===== config.mk =====
export PLATFORM = sky130hd
export DESIGN_NAME = fragment_pkt
export DESIGN_NICKNAME = d
export VERILOG_FILES = /design/src/rtl/fragment_pkt.sv
export SDC_FILE = /design/constraint.sdc
export NUM_CORES = 2
export LEC_CHECK = 0
export BUFFER_PORTS_ARGS = -buffer_cell sky130_fd_sc_hd__buf_2
export CELL_PAD_IN_SITES_DETAIL_PLACEMENT = 1
export CELL_PAD_IN_SITES_GLOBAL_PLACEMENT = 2
export CORE_AREA = 2 2 511 513
export DETAILED_ROUTE_END_ITERATION = 8
export DIE_AREA = 0 0 513 515
export GPL_TIMING_DRIVEN = 1
export PLACE_DENSITY_LB_ADDON = 0.1
export SLEW_MARGIN = 10
export SYNTH_ARGS = -nofsm -noshare
export SYNTH_HDL_FRONTEND = slang
export SYNTH_SLANG_ARGS = --single-unit

===== constraint.sdc =====
create_clock -name clk -period 1.8 [get_ports clk]
set_clock_uncertainty 0.2 [all_clocks]
set_input_delay 0.36 -clock clk [delete_from_list [all_inputs] [get_ports clk]]
set_output_delay 0.36 -clock clk [all_outputs]
set_load 0.005 [all_outputs]

===== src/rtl/fragment_pkt.sv =====
// -----------------------------------------------------------------------------
// fragment_pkt
//
// Transmit-side packet fragmenter. Captures one full packet (data, DFX address
// and ACK/SEQ/DFX control fields) from the send controller and writes it into
// the Aurora TX fragment FIFO as NUMBER_FRAG fragments of AURORA_WIDTH bits.
// Each fragment has a 9-bit header followed by the payload slice:
//   [1:0]   source router (ROUTER_ID)
//   [3:2]   destination router (captured with the packet)
//   [6:4]   fragment index
//   [7]     last-fragment flag
//   [8]     payload parity (FRAG_PARITY_EN) or 0
//   [255:9] payload; the final fragment carries the leftover packet bits,
//           zero-padded at the top
//
// Optional feature macro: FRAG_PARITY_EN
//   defined   -> bit [8] is the even-parity bit (XOR) of bits [255:9]
//   undefined -> bit [8] is tied to 0
//
// Ports:
//   clk             in   clock
//   rst             in   synchronous active-high reset
//   valid_pkt_send  in   packet present on pkt_send
//   pkt_send        in   packet to fragment (PKT_WIDTH)
//   dst_router      in   destination router ID (ROUTER_WIDTH)
//   ready_send_pkt  out  block is idle and can accept a packet
//   full_frag_fifo  in   TX fragment FIFO almost-full (one entry of margin)
//   wr_frag_fifo    out  fragment write strobe
//   frag_send       out  fragment data (AURORA_WIDTH)
//   pkt_sent        out  one-cycle pulse with the last fragment write
// -----------------------------------------------------------------------------
module fragment_pkt #(
    parameter int DATA_WIDTH   = 1024,
    parameter int ADDR_WIDTH   = 10,
    parameter int PKT_WIDTH    = 1041,
    parameter int ROUTER_WIDTH = 2,
    parameter int ROUTER_ID    = 0,
    parameter int AURORA_WIDTH = 256,
    parameter int NUMBER_FRAG  = 5
) (
    input  logic                    clk,
    input  logic                    rst,
    input  logic                    valid_pkt_send,
    input  logic [PKT_WIDTH-1:0]    pkt_send,
    input  logic [ROUTER_WIDTH-1:0] dst_router,
    output logic                    ready_send_pkt,
    input  logic                    full_frag_fifo,
    output logic                    wr_frag_fifo,
    output logic [AURORA_WIDTH-1:0] frag_send,
    output logic                    pkt_sent
);

    localparam int HDR_W     = 9;
    localparam int PAYLOAD_W = AURORA_WIDTH - HDR_W;
    localparam int CNT_W     = 3;
    localparam int EXT_W     = NUMBER_FRAG * PAYLOAD_W;
    localparam int PAD_W     = EXT_W - PKT_WIDTH;
    localparam int CTRL_W    = PKT_WIDTH - DATA_WIDTH - ADDR_WIDTH;
    localparam logic [CNT_W-1:0] LAST_IDX = CNT_W'(NUMBER_FRAG - 1);

    typedef enum logic [1:0] {
        S_IDLE,
        S_SEND,
        S_DONE
    } state_t;

    state_t                  r_state;
    logic [PKT_WIDTH-1:0]    r_pkt;
    logic [ROUTER_WIDTH-1:0] r_dst;
    logic [CNT_W-1:0]        r_cnt;
    logic                    r_wr;
    logic                    r_sent;
    logic [AURORA_WIDTH-1:0] r_frag;

    logic [EXT_W-1:0]        w_pkt_ext;
    logic [PAYLOAD_W-1:0]    w_payload;
    logic                    w_last;
    logic                    w_parity;
    logic [HDR_W-1:0]        w_header;

    // Packet is laid out control fields | DFX address | data from the MSB
    // down. Fragments cut straight across those field boundaries, so the
    // packet is simply zero-extended to a whole number of payload slices.
    assign w_pkt_ext = {{PAD_W{1'b0}},
                        r_pkt[PKT_WIDTH-1 -: CTRL_W],
                        r_pkt[DATA_WIDTH +: ADDR_WIDTH],
                        r_pkt[DATA_WIDTH-1:0]};

    assign w_payload = w_pkt_ext[int'(r_cnt) * PAYLOAD_W +: PAYLOAD_W];
    assign w_last    = (r_cnt == LAST_IDX);

`ifdef FRAG_PARITY_EN
    assign w_parity = ^w_payload;
`else
    assign w_parity = 1'b0;
`endif

    assign w_header = {w_parity, w_last, r_cnt, r_dst, ROUTER_WIDTH'(ROUTER_ID)};

    assign ready_send_pkt = (r_state == S_IDLE);
    assign wr_frag_fifo   = r_wr;
    assign frag_send      = r_frag;
    assign pkt_sent       = r_sent;

    always_ff @(posedge clk) begin
        if (rst) begin
            // NOTE: the capture registers are reset as well, so frag_send and
            // the packet copy never hold data from before the reset.
            r_state <= S_IDLE;
            r_pkt   <= '0;
            r_dst   <= '0;
            r_cnt   <= '0;
            r_wr    <= 1'b0;
            r_sent  <= 1'b0;
            r_frag  <= '0;
        end else begin
            unique case (r_state)
                S_IDLE: begin
                    r_wr   <= 1'b0;
                    r_sent <= 1'b0;
                    if (valid_pkt_send) begin
                        r_pkt   <= pkt_send;
                        r_dst   <= dst_router;
                        r_cnt   <= '0;
                        r_state <= S_SEND;
                    end
                end

                S_SEND: begin
                    // full is looked at one cycle ahead of the write, which is
                    // why the FIFO flags almost-full with one entry to spare.
                    if (!full_frag_fifo) begin
                        r_wr   <= 1'b1;
                        r_frag <= {w_payload, w_header};
                        if (w_last) begin
                            r_sent  <= 1'b1;
                            r_state <= S_DONE;
                        end else begin
                            r_cnt <= r_cnt + 1'b1;
                        end
                    end else begin
                        r_wr <= 1'b0;
                    end
                end

                S_DONE: begin
                    r_wr    <= 1'b0;
                    r_sent  <= 1'b0;
                    r_state <= S_IDLE;
                end

                default: begin
                    r_wr    <= 1'b0;
                    r_sent  <= 1'b0;
                    r_state <= S_IDLE;
                end
            endcase
        end
    end

endmodule

==> out/results.txt <==
Status: complete, but fails checks
Failing checks: setup timing
Final-stage net count: 9,418
Largest family of logic cells by synthesized area: simple AND/OR/NAND/NOR gates
Min cycle time layout: 2150 ps
First-pass GRT wire length: 398,000 um
Post-synth EDFFs: 0
Die span in y: 515 um
CP bufs+invs: 8
Horiz. Die Dim: 513 um
Final Slew Violations: 0
CP Capture Type: register
Post-synthesis mux area share: 10.8%
Root Buffer: clkbuf_16
Hold Crit Depth: 4
Reg2Reg Capture Point: r_pkt[622]
Worst Hold Class: in2reg
Unrepaired setup endpoints after global routing: true
Post-place instance area: 63,300 um2
Clk_lat worst skew: 840 ps
Finished Layout Cells: 11,900
WHS: 109 ps
Placed insts: 10,300
Worst vdd ir: 0.000988 V
Synthesis-stage register bit count: 1,303
Critical-path cell list: buf_6 -> buf_4 -> nor3b_4 -> buf_4 -> buf_6 -> buf_12 -> buf_16 -> buf_12 -> clkbuf_16 -> nand2_1 -> a21oi_1
R2r startpoint: r_state[0]
Initial Util: 19.5%
Share of cells above drive strength 1: 30.9%
# rows: 187
# DRC: 0
TritonCTS Buffers: 168
Yosys cell types: 31
P&R area growth vs syn: 69.2%
HPWL Detailed: 204,000 um
Crit path DAT: 2710 ps
Async S/R FF share, synth: 0%
Adder-cell share of the synthesized area: 0.0496%
Via Count: 52,500
Gr ovfl total: 0
Vias per cell: 4.39
Die Footprint: 264,000 um2
Post-Syn Area per Cell: 8.73 um2
Setup CP Type: reg2reg
R2R Setup Slk: -350 ps
Relative slew margins: 52.0%
Number of nets still failing antenna checks after routing: 0
Critical-path maximum fanout: 6
Fin util: 33.0%
Largest stage delay on the critical path: 330 ps
Clk sinks: 1,303
Worst-path clk slew: 60 ps
Initial DRC Count: 2,575
CTS tree: done
Gr usage total: 20.6%
XOR/XNOR share of the synthesized area: 0%
Largest net degree at the start of global routing: 122
Clk buf depth: 3
Worst path slowest cell: dfxtp_2
CTS HTree Levels: 4
Max-Cap Viols: 0
Measured slew at the worst slew-check pin: 720 ps
Setup_tns: -265,130 ps
Worst-case reg-to-reg path depth: 11
Commonest cells after routing, fill and taps aside: 2,034 x nand2_1, 1,174 x buf_2, 1,150 x dfxtp_1
Crit path launch type: register
Sequential area share after synthesis: 51.7%
Routability Congestion: 0.798
Ys flop type: dfxtp_1
Mapped Cells: 5,786
Core area: 259,000 um2
F_max: 0.465 GHz
Routed wire length per instance: 24.4 um
HP Start: pkt_send[36]
Hold endpoint: r_pkt[36]
Fin crit share: 119%
Top Ports: 1,306
Synth Area in Simple Gates: 17.4%
Number of antenna violations at the first check in global routing: 105
Final Worst Setup Slack: -349 ps
Vias in the first global route: 54,900
Worst path required time: 2360 ps
Syn. warnings: 0
I/O Buffers: 1,302
Final setup viols: 1,512
Commonest non-fill, non-tap cell in the layout: nand2_1
Hold Vio Cnt, Final: 0
Pwr Density: 901 nW/um2
Mapped cell area: 50,500 um2
Pre-antenna DRT Iters: 5
DRT Wirelength: 291,000 um
Levels on crit path: 11
Critical path's top delay family: buffers and inverters
Synth Area in Compound Gates: 15.5%
Lkg Pwr: 34.2 nW
Cell area after layout: 85,400 um2
area by class of cell:
class | count | area [um2]
Tap cell | 3402 | 4260
Antenna cell | 36 | 90.1
Multi-Input combinational cell | 3977 | 22700
Timing Repair Buffer | 2908 | 26500
Sequential cell | 1303 | 26400
Fill cell | 29700 | 173000
Clock inverter | 39 | 507
Inverter | 11 | 41.3
Clock buffer | 266 | 4980
flip-flops by register name, indices dropped and copies added, names as in the netlist:
name          flops
r_pkt          1041
frag_send       253
r_cnt             3
r_dst             2
r_state           2
pkt_sent          1
wr_frag_fifo      1
where the power goes:
part	total (mW)	switching, mW	internal [mW]	leakage, nW
Clock	34.0	14.4	19.6	2.69
Combinational	11.7	5.70	6.01	20.7
Sequential	31.2	0.921	30.3	10.7
Total	77.0	21.0	56.0	34.2
worst reg2reg max path, delay by kind of cell, from the launching register on:
kind,cells,cell delay (ps)
simple gates,2,290
buf+inv,8,1190
flops,1,330
compound gates,1,110
through the flow:
step	setup WS, ps	power, mW
floorplan	-34.9	35.4
global placement	-388	39.9
detailed placement	-398	40.0
CTS	-388	77.4
global route	-437	80.4
finish	-349	77.0
cell families after synthesis:
family	Yosys count
buffers and inverters	508
AO/OA/AOI/OAI	1406
other	1
flip-flops	1303
adder cells (fa/ha/maj)	2
AND/OR/NAND/NOR	2265
multiplexers	301
routing by layer:
metal | routed length (um) | up-vias | GRT usage (%)
met4 | 10200 | 46 | 6.74
met1 | 125000 | 25800 | 25.5
met2 | 142000 | 1281 | 35.6
met5 | 268 | - | 0
met3 | 13100 | 455 | 4.15
li1 | - | 24900 | -
timing repair:
item                                     CTS  global route
hold endpoints to repair                1060             0
pin swaps                                141            69
endpoints found under the setup margin  1471          1555
setup buffers                             95            62
gates resized for setup                  514           250
cloned                                    43            45
hold buffers                            1046             0
synth_stat cells, types with 2 or more instances:
cell / count / area, um2
mux4_2: 194 / 4370
buf_2: 253 / 1270
buf_6: 12 / 135
o22ai_1: 8 / 50.1
a21oi_1: 1096 / 5490
mux2i_1: 107 / 1070
nand2_1: 2100 / 7880
a22o_1: 194 / 1700
inv_1: 11 / 41.3
nand3_1: 2 / 10.0
nor3_1: 45 / 225
clkbuf_1: 214 / 803
dfxtp_1: 1303 / 26100
nor2_1: 64 / 240
o21ai_0: 98 / 490
buf_1: 9 / 33.8
o32ai_1: 8 / 70.1
nand3b_1: 45 / 338
ha_1: 2 / 25.0
buf_4: 9 / 67.6
nand2b_1: 2 / 12.5
worst max path at each step:
stage                    from        endpoint  slack, ps
5_1_grt            r_state[0]      r_pkt[669]       -440
6_report           r_state[0]      r_pkt[622]       -350
3_3_place_gp   full_frag_fifo  frag_send[102]       -390
4_1_cts            r_state[0]  ready_send_pkt       -390
2_1_floorplan        r_cnt[0]  frag_send[103]        -30
3_5_place_dp   full_frag_fifo   frag_send[94]       -400
Note: power is estimated with default switching activity, not from simulation.
